### src/rtl/debug_snapshot_buffer.sv
// debug_snapshot_buffer: circular history of stepped-pipeline snapshots with a PC breakpoint,
// post-trigger capture window and a registered field-read port for the debug UART.
module debug_snapshot_buffer #(
   parameter int ADDR_LENGTH          = 11,
   parameter int LONGITUD_INSTRUCCION = 32,
   parameter int CANT_BITS_REGISTROS  = 32,
   parameter int CANT_BITS_CTRL_WORD  = 16,
   parameter int PROFUNDIDAD          = 16,
   parameter int POST_TRIGGER         = 4,
   parameter int CANT_BITS_CAMPO      = 4
) (
   input  logic                              i_clock,
   input  logic                              i_soft_reset,
   input  logic                              i_capture,
   input  logic [ADDR_LENGTH-1:0]            i_pc,
   input  logic [LONGITUD_INSTRUCCION-1:0]   i_instruction,
   input  logic [ADDR_LENGTH-1:0]            i_contador_ciclos,
   input  logic [CANT_BITS_REGISTROS-1:0]    i_data_A,
   input  logic [CANT_BITS_REGISTROS-1:0]    i_data_B,
   input  logic [CANT_BITS_REGISTROS-1:0]    i_extension,
   input  logic [CANT_BITS_CTRL_WORD-1:0]    i_control_word,
   input  logic                              i_break_enable,
   input  logic [ADDR_LENGTH-1:0]            i_break_pc,
   input  logic                              i_freeze,
   input  logic                              i_resume,
   input  logic                              i_rd_req,
   input  logic [$clog2(PROFUNDIDAD)-1:0]    i_rd_idx,
   input  logic [CANT_BITS_CAMPO-1:0]        i_rd_campo,
   output logic [CANT_BITS_REGISTROS-1:0]    o_dato,
   output logic                              o_dato_valid,
   output logic [$clog2(PROFUNDIDAD):0]      o_count,
   output logic                              o_overflow,
   output logic                              o_frozen,
   output logic                              o_triggered
);
   localparam int IW = $clog2(PROFUNDIDAD);
   localparam logic [IW-1:0] POST_LAST = IW'(POST_TRIGGER == 0 ? 0 : POST_TRIGGER - 1);
   localparam logic [IW:0] FULL = (IW+1)'(PROFUNDIDAD);

   typedef enum logic [1:0] {CAPTURA, POST, CONGELADO} state_t;

   typedef struct packed {
      logic [ADDR_LENGTH-1:0]          pc;
      logic [LONGITUD_INSTRUCCION-1:0] instruction;
      logic [ADDR_LENGTH-1:0]          ciclos;
      logic [CANT_BITS_REGISTROS-1:0]  data_a;
      logic [CANT_BITS_REGISTROS-1:0]  data_b;
      logic [CANT_BITS_REGISTROS-1:0]  extension;
      logic [CANT_BITS_CTRL_WORD-1:0]  control_word;
      logic [31:0]                     seq;
   } snap_t;

   state_t                         state_q, state_d;
   logic [IW-1:0]                  wr_ptr_q, wr_ptr_d, post_cnt_q, post_cnt_d, rd_ptr;
   logic [IW:0]                    count_q, count_d;
   logic [31:0]                    seq_q, seq_d;
   logic                           overflow_q, overflow_d, triggered_q, triggered_d;
   logic [CANT_BITS_REGISTROS-1:0] dato_q, dato_d, field;
   logic                           dato_valid_q, dato_valid_d;
   logic                           capture, hit, rd_hit;
   snap_t                          mem [PROFUNDIDAD];
   snap_t                          wr_snap, rd_snap;

   // resume and freeze both swallow a same-cycle capture
   assign capture = i_capture && state_q != CONGELADO && !i_freeze && !i_resume;
   assign hit     = capture && state_q == CAPTURA && i_break_enable && i_pc == i_break_pc;

   always_ff @(posedge i_clock or negedge i_soft_reset) begin
      if (!i_soft_reset) state_q <= CAPTURA;
      else               state_q <= state_d;
   end

   always_comb begin
      state_d = state_q;
      if (i_resume)      state_d = CAPTURA;
      else if (i_freeze) state_d = CONGELADO;
      else if (hit)      state_d = POST_TRIGGER == 0 ? CONGELADO : POST;
      else if (state_q == POST && capture && post_cnt_q == POST_LAST) state_d = CONGELADO;
   end

   always_comb begin
      o_frozen     = state_q == CONGELADO;
      o_count      = count_q;
      o_overflow   = overflow_q;
      o_triggered  = triggered_q;
      o_dato       = dato_q;
      o_dato_valid = dato_valid_q;
   end

   always_comb begin
      wr_ptr_d    = wr_ptr_q;
      count_d     = count_q;
      seq_d       = seq_q;
      overflow_d  = overflow_q;
      triggered_d = triggered_q;
      post_cnt_d  = post_cnt_q;
      if (i_resume) begin
         wr_ptr_d    = '0;
         count_d     = '0;
         seq_d       = '0;
         overflow_d  = 1'b0;
         triggered_d = 1'b0;
         post_cnt_d  = '0;
      end else if (capture) begin
         wr_ptr_d    = wr_ptr_q + 1'b1;
         count_d     = count_q == FULL ? count_q : count_q + 1'b1;
         seq_d       = seq_q + 32'd1;
         overflow_d  = overflow_q | (count_q == FULL);
         triggered_d = triggered_q | hit;
         post_cnt_d  = hit ? '0 : post_cnt_q + 1'b1;
      end
   end

   assign wr_snap = '{pc: i_pc, instruction: i_instruction, ciclos: i_contador_ciclos,
                      data_a: i_data_A, data_b: i_data_B, extension: i_extension,
                      control_word: i_control_word, seq: seq_d};

   always_ff @(posedge i_clock) begin
      if (capture) mem[wr_ptr_q] <= wr_snap;
   end

   // reads see the buffer as it was before this edge's capture
   assign rd_ptr  = wr_ptr_q - IW'(1) - i_rd_idx;
   assign rd_snap = mem[rd_ptr];
   assign rd_hit  = {1'b0, i_rd_idx} < count_q && i_rd_campo <= CANT_BITS_CAMPO'(7);

   always_comb begin
      field = '0;
      case (i_rd_campo[2:0])
         3'd0:    field = CANT_BITS_REGISTROS'(rd_snap.pc);
         3'd1:    field = CANT_BITS_REGISTROS'(rd_snap.instruction);
         3'd2:    field = CANT_BITS_REGISTROS'(rd_snap.ciclos);
         3'd3:    field = rd_snap.data_a;
         3'd4:    field = rd_snap.data_b;
         3'd5:    field = rd_snap.extension;
         3'd6:    field = CANT_BITS_REGISTROS'(rd_snap.control_word);
         default: field = CANT_BITS_REGISTROS'(rd_snap.seq);
      endcase
      dato_d       = i_rd_req ? (rd_hit ? field : '0) : dato_q;
      dato_valid_d = i_rd_req;
   end

   always_ff @(posedge i_clock or negedge i_soft_reset) begin
      if (!i_soft_reset) begin
         wr_ptr_q     <= '0;
         count_q      <= '0;
         seq_q        <= '0;
         overflow_q   <= 1'b0;
         triggered_q  <= 1'b0;
         post_cnt_q   <= '0;
         dato_q       <= '0;
         dato_valid_q <= 1'b0;
      end else begin
         wr_ptr_q     <= wr_ptr_d;
         count_q      <= count_d;
         seq_q        <= seq_d;
         overflow_q   <= overflow_d;
         triggered_q  <= triggered_d;
         post_cnt_q   <= post_cnt_d;
         dato_q       <= dato_d;
         dato_valid_q <= dato_valid_d;
      end
   end
endmodule

### config.mk
export PLATFORM = sky130hd
export DESIGN_NAME = debug_snapshot_buffer
export DESIGN_NICKNAME = d
export VERILOG_FILES = /design/src/rtl/debug_snapshot_buffer.sv
export SDC_FILE = /design/constraint.sdc
export NUM_CORES = 2
export LEC_CHECK = 0
export CAP_MARGIN = 30
export CELL_PAD_IN_SITES_DETAIL_PLACEMENT = 1
export CELL_PAD_IN_SITES_GLOBAL_PLACEMENT = 2
export CORE_MARGIN = 2
export CORE_UTILIZATION = 52
export CTS_BUF_LIST = sky130_fd_sc_hd__clkbuf_4
export CTS_CLUSTER_SIZE = 10
export DETAILED_ROUTE_END_ITERATION = 16
export PLACE_DENSITY_LB_ADDON = 0.25
export SYNTH_ARGS = -nofsm -noshare
export SYNTH_HDL_FRONTEND = slang
export SYNTH_SLANG_ARGS = --single-unit
### constraint.sdc
create_clock -name i_clock -period 17.55 [get_ports i_clock]
set_clock_uncertainty 0.15 [all_clocks]
set_input_delay 5.265 -clock i_clock [delete_from_list [all_inputs] [get_ports i_clock]]
set_output_delay 5.265 -clock i_clock [all_outputs]
set_load 0.02 [all_outputs]
==> run summary <==
## Die
- core area: 238000 um2
- height of the die: 494 um
- initial cell density of the core: 52.4%
- io pins: 233
- Die X-Extent: 494 um
- Die Outline Area: 244000 um2
- number of rows in the core area: 179

## STA
- Max Slew Vio Count: 0
- Worst Hold Margin: 359 ps
- Max Fclk: 0.102 GHz
- final setup vio count: 0
- Period minus WS final: 9830 ps
- relative slew slack: 9.59%
- number of hold violations in the final report: 0
- RSZ-0062 raised after global routing: false
- post-route clock period utilization: 56.0%
- measured slew at the worst slew-check pin: 1360 ps

## Setup path
- Critical path buffers and inverters: 6
- Worst path max stage delay: 1230 ps
- CP top delay family: buffers and inverters
- crit-path max FO: 108
- data arrival at the endpoint of the critical path: 10880 ps
- startpoint kind of the worst setup timing path: primary input
- flop-to-flop setup slack: 11480 ps
- reg2reg end: o_dato[0]
- crit path cell chain: clkdlybuf4s50_1 -> inv_1 -> ha_4 -> inv_1 -> fa_4 -> buf_4 -> buf_16 -> buf_12 -> mux4_2 -> mux4_2 -> a22oi_1 -> a32oi_1
- Crit Reg-Reg Startpoint: wr_ptr_q[0]
- cell type of the slowest stage on the worst timing path: sky130_fd_sc_hd__fa_4
- Worst Setup End Kind: flip-flop
- required time worst endpoint: 18610 ps
- worst reg2reg path depth: 10
- critical path type: primary input to flip-flop

## Synth
- combined area of all synthesized cells: 125000 um2
- share of the synthesized area in compound gates (AO/OA/AOI/OAI): 2.04%
- async set or reset register ratio after synthesis: 2.52%
- most frequently used flop master after synthesis: sky130_fd_sc_hd__edfxtp_1
- Synth Warn #: 0
- dominant combinational cell family by area after synthesis: multiplexers
- post-synthesis sequential element count: 3250
- adder and majority cell fraction of the synthesized area: 0.156%
- distinct cell type count of the synthesized netlist: 76
- number of synthesized flops with an enable pin: 3168
- Mapped Cells: 5765
- area share of xor/xnor cells in the synthesized design: 0.373%
- portion of netlist area occupied by mux cells: 15.6%
- per-instance average area after synthesis: 21.7 um2
- post-synth net total: 5972
- share of synthesized cell area in and, or, nand and nor gates: 2.73%
- sequential-to-total area share from yosys stat: 77.8%

## Finish
- filler cell count: 20473
- Net count, final: 6893
- summed area of non-filler cells in the final layout: 142000 um2
- most common cell after layout, fill and taps aside: sky130_fd_sc_hd__edfxtp_1
- synthesis-to-finish area growth: 13.8%
- ratio of cells with drive above 1 in the final layout: 31.3%
- top library cells by usage in the layout, fill and taps aside: sky130_fd_sc_hd__edfxtp_1 (3168), sky130_fd_sc_hd__clkbuf_4 (1196), sky130_fd_sc_hd__mux4_2 (782)

## Global route
- combined global-route utilization of all metal layers: 30.3%
- Overflow after GRT: 0
- number of antenna violations at the first check in global routing: 51
- wire length of the first global-routing pass: 520000 um
- pin count of the biggest net entering global routing: 130
- number of global-route vias before repair: 70441

## Drt
- Wirelength per Cell: 34.8 um
- DRC marker count from the first detailed-route iteration: 7806
- First-pass DRT Iterations: 6
- count of antenna-violating nets left after detailed routing: 0
- DRT Wirelength: 366000 um
- Via-to-Cell Ratio: 6.32
- number of remaining DRC errors: 0
- via count: 66497

## Placed design
- total half-perimeter wirelength after legalization and detailed placement: 200000 um
- routability cong.: 0.796
- Post-Place Cell Area: 132000 um2
- I/O Buffers: 232

## Worst hold path
- path category of the worst min-delay check: flip-flop to flip-flop
- WHS Path Cells: 2
- worst min-delay path startpoint: o_overflow
- sink of the worst hold path: o_overflow

## Power and ir drop
- power density over the cells: 113 nW/um2
- worst vdd ir: 0.0000860 V
- leakage power: 46.1 nW

## CTS
- cts repair resizes: 0
- count of clock tree sinks: 3250
- buffers from clock root to sink, at most: 4
- TritonCTS clock tree: done
- total setup buffers inserted after CTS: 0
- clock buffer count from CTS: 819
- cell at the root of the clock tree: sky130_fd_sc_hd__clkbuf_4
- deepest level of the CTS H-tree: 6
- clock edge transition at the registers on the reported setup and hold paths: 60 ps
- clock latency reported for the late side of the worst-skew pair: 1520 ps
- hold-fix buffers at CTS: 0

## Job
- MaxCap Viol Count: 0

## Outcome
- run status: completed

[through the flow]
step                power (mW)  setup WS [ps]  util [%]  setup TNS, ps  cells
finish                    16.1           7720      59.7              0  10523
global route              16.7           7820      59.7              0  10505
CTS                       16.2           7630      59.5              0  10444
detailed placement        9.92           6130      55.2              0   9018
global placement          9.89           5970      55.1              0   8998
floorplan                 9.45          -3130         -       -2476930   5765
[cell families after synthesis]
kind of cell,after synthesis
AOI/OAI and AO/OA,381
xor gates and xnor gates,51
adders and majority gates,15
buffers and inverters,332
DFF,3250
muxes,971
and+or+nand+nor,765
[report_power, final]
part	leakage (nW)	internal [mW]	switching, mW
sequential	29.5	8.51	0.0128
combinational	10.5	0.507	0.718
clock	6.12	3.29	3.06
total	46.1	12.3	3.79
[area by class of cell]
class / count / area, um2 / share of cell area (%)
well taps: 3167 / 3960 / 2.79
flip-flops and latches: 3250 / 97200 / 68.3
clock inverters: 230 / 1250 / 0.881
multi-input cells: 2183 / 26400 / 18.6
clock buffers: 1196 / 8980 / 6.31
inverters: 22 / 82.6 / 0.0581
repair buffers: 410 / 4210 / 2.96
diodes: 65 / 163 / 0.114
[worst reg2reg max path: stages, from the launching register on]
cell                      delay [ps]
sky130_fd_sc_hd__dfrtp_1         500
sky130_fd_sc_hd__ha_4            190
sky130_fd_sc_hd__inv_1            50
sky130_fd_sc_hd__fa_4           1230
sky130_fd_sc_hd__buf_4           340
sky130_fd_sc_hd__buf_16          310
sky130_fd_sc_hd__buf_12          650
sky130_fd_sc_hd__mux4_2          520
sky130_fd_sc_hd__mux4_2          500
sky130_fd_sc_hd__a22oi_1        1050
sky130_fd_sc_hd__a32oi_1         270
[metal layers]
| layer | GRT usage, % | vias up | routed length (um) |
|---|---|---|---|
| met1 | 41.6 | 35745 | 143000 |
| met2 | 48.1 | 3537 | 178000 |
| met3 | 6.45 | 678 | 32200 |
| met5 | 0 | - | 184 |
| met4 | 11.6 | 26 | 12700 |
| li1 | - | 26511 | - |
[Yosys cell counts (13+ instances only)]
cell	count	area share, %
sky130_fd_sc_hd__buf_2	121	0.48
sky130_fd_sc_hd__buf_4	53	0.32
sky130_fd_sc_hd__inv_1	20	0.060
sky130_fd_sc_hd__nand2_1	440	1.3
sky130_fd_sc_hd__a32oi_1	26	0.18
sky130_fd_sc_hd__ha_1	14	0.14
sky130_fd_sc_hd__nor4_1	28	0.14
sky130_fd_sc_hd__mux4_2	782	14
sky130_fd_sc_hd__nor2_1	70	0.21
sky130_fd_sc_hd__nand3_1	91	0.36
sky130_fd_sc_hd__edfxtp_1	3168	76
sky130_fd_sc_hd__a31oi_1	33	0.17
sky130_fd_sc_hd__buf_1	21	0.063
sky130_fd_sc_hd__and2_1	14	0.070
sky130_fd_sc_hd__a22oi_1	13	0.078
sky130_fd_sc_hd__dfrtp_1	82	1.6
sky130_fd_sc_hd__a211oi_1	29	0.17
sky130_fd_sc_hd__mux2i_1	180	1.4
sky130_fd_sc_hd__nand4_1	16	0.080
sky130_fd_sc_hd__a21oi_1	97	0.39
sky130_fd_sc_hd__clkbuf_1	110	0.33
sky130_fd_sc_hd__o22ai_1	39	0.20
sky130_fd_sc_hd__and3_1	35	0.18
sky130_fd_sc_hd__nor3_1	24	0.096
sky130_fd_sc_hd__xor2_1	41	0.29
sky130_fd_sc_hd__o21ai_0	49	0.20
[worst max-delay path by stage]
| stage | startpoint | to | slack [ps] | depth (start not counted) |
|---|---|---|---|---|
| after detailed placement | i_rd_idx[0] | o_dato[0] | 6130 | 11 |
| after CTS | i_rd_idx[0] | o_dato[0] | 7630 | 11 |
| after global placement | i_rd_idx[0] | o_dato[5] | 5970 | 13 |
| final | i_rd_idx[0] | o_dato[0] | 7720 | 12 |
| after global routing | i_rd_idx[0] | o_dato[0] | 7820 | 12 |
| after floorplan | i_resume | mem[4][0] | -3130 | 4 |
[state kept, by name, indices dropped and copies added, names as in the netlist]
signal and cells:
wr_ptr_q 4, post_cnt_q 4, o_count 5, seq_q 32, o_dato 32, o_triggered 1
o_dato_valid 1, o_overflow 1, mem 3168, state_q 2
Note: power is estimated with default switching activity, not from simulation.
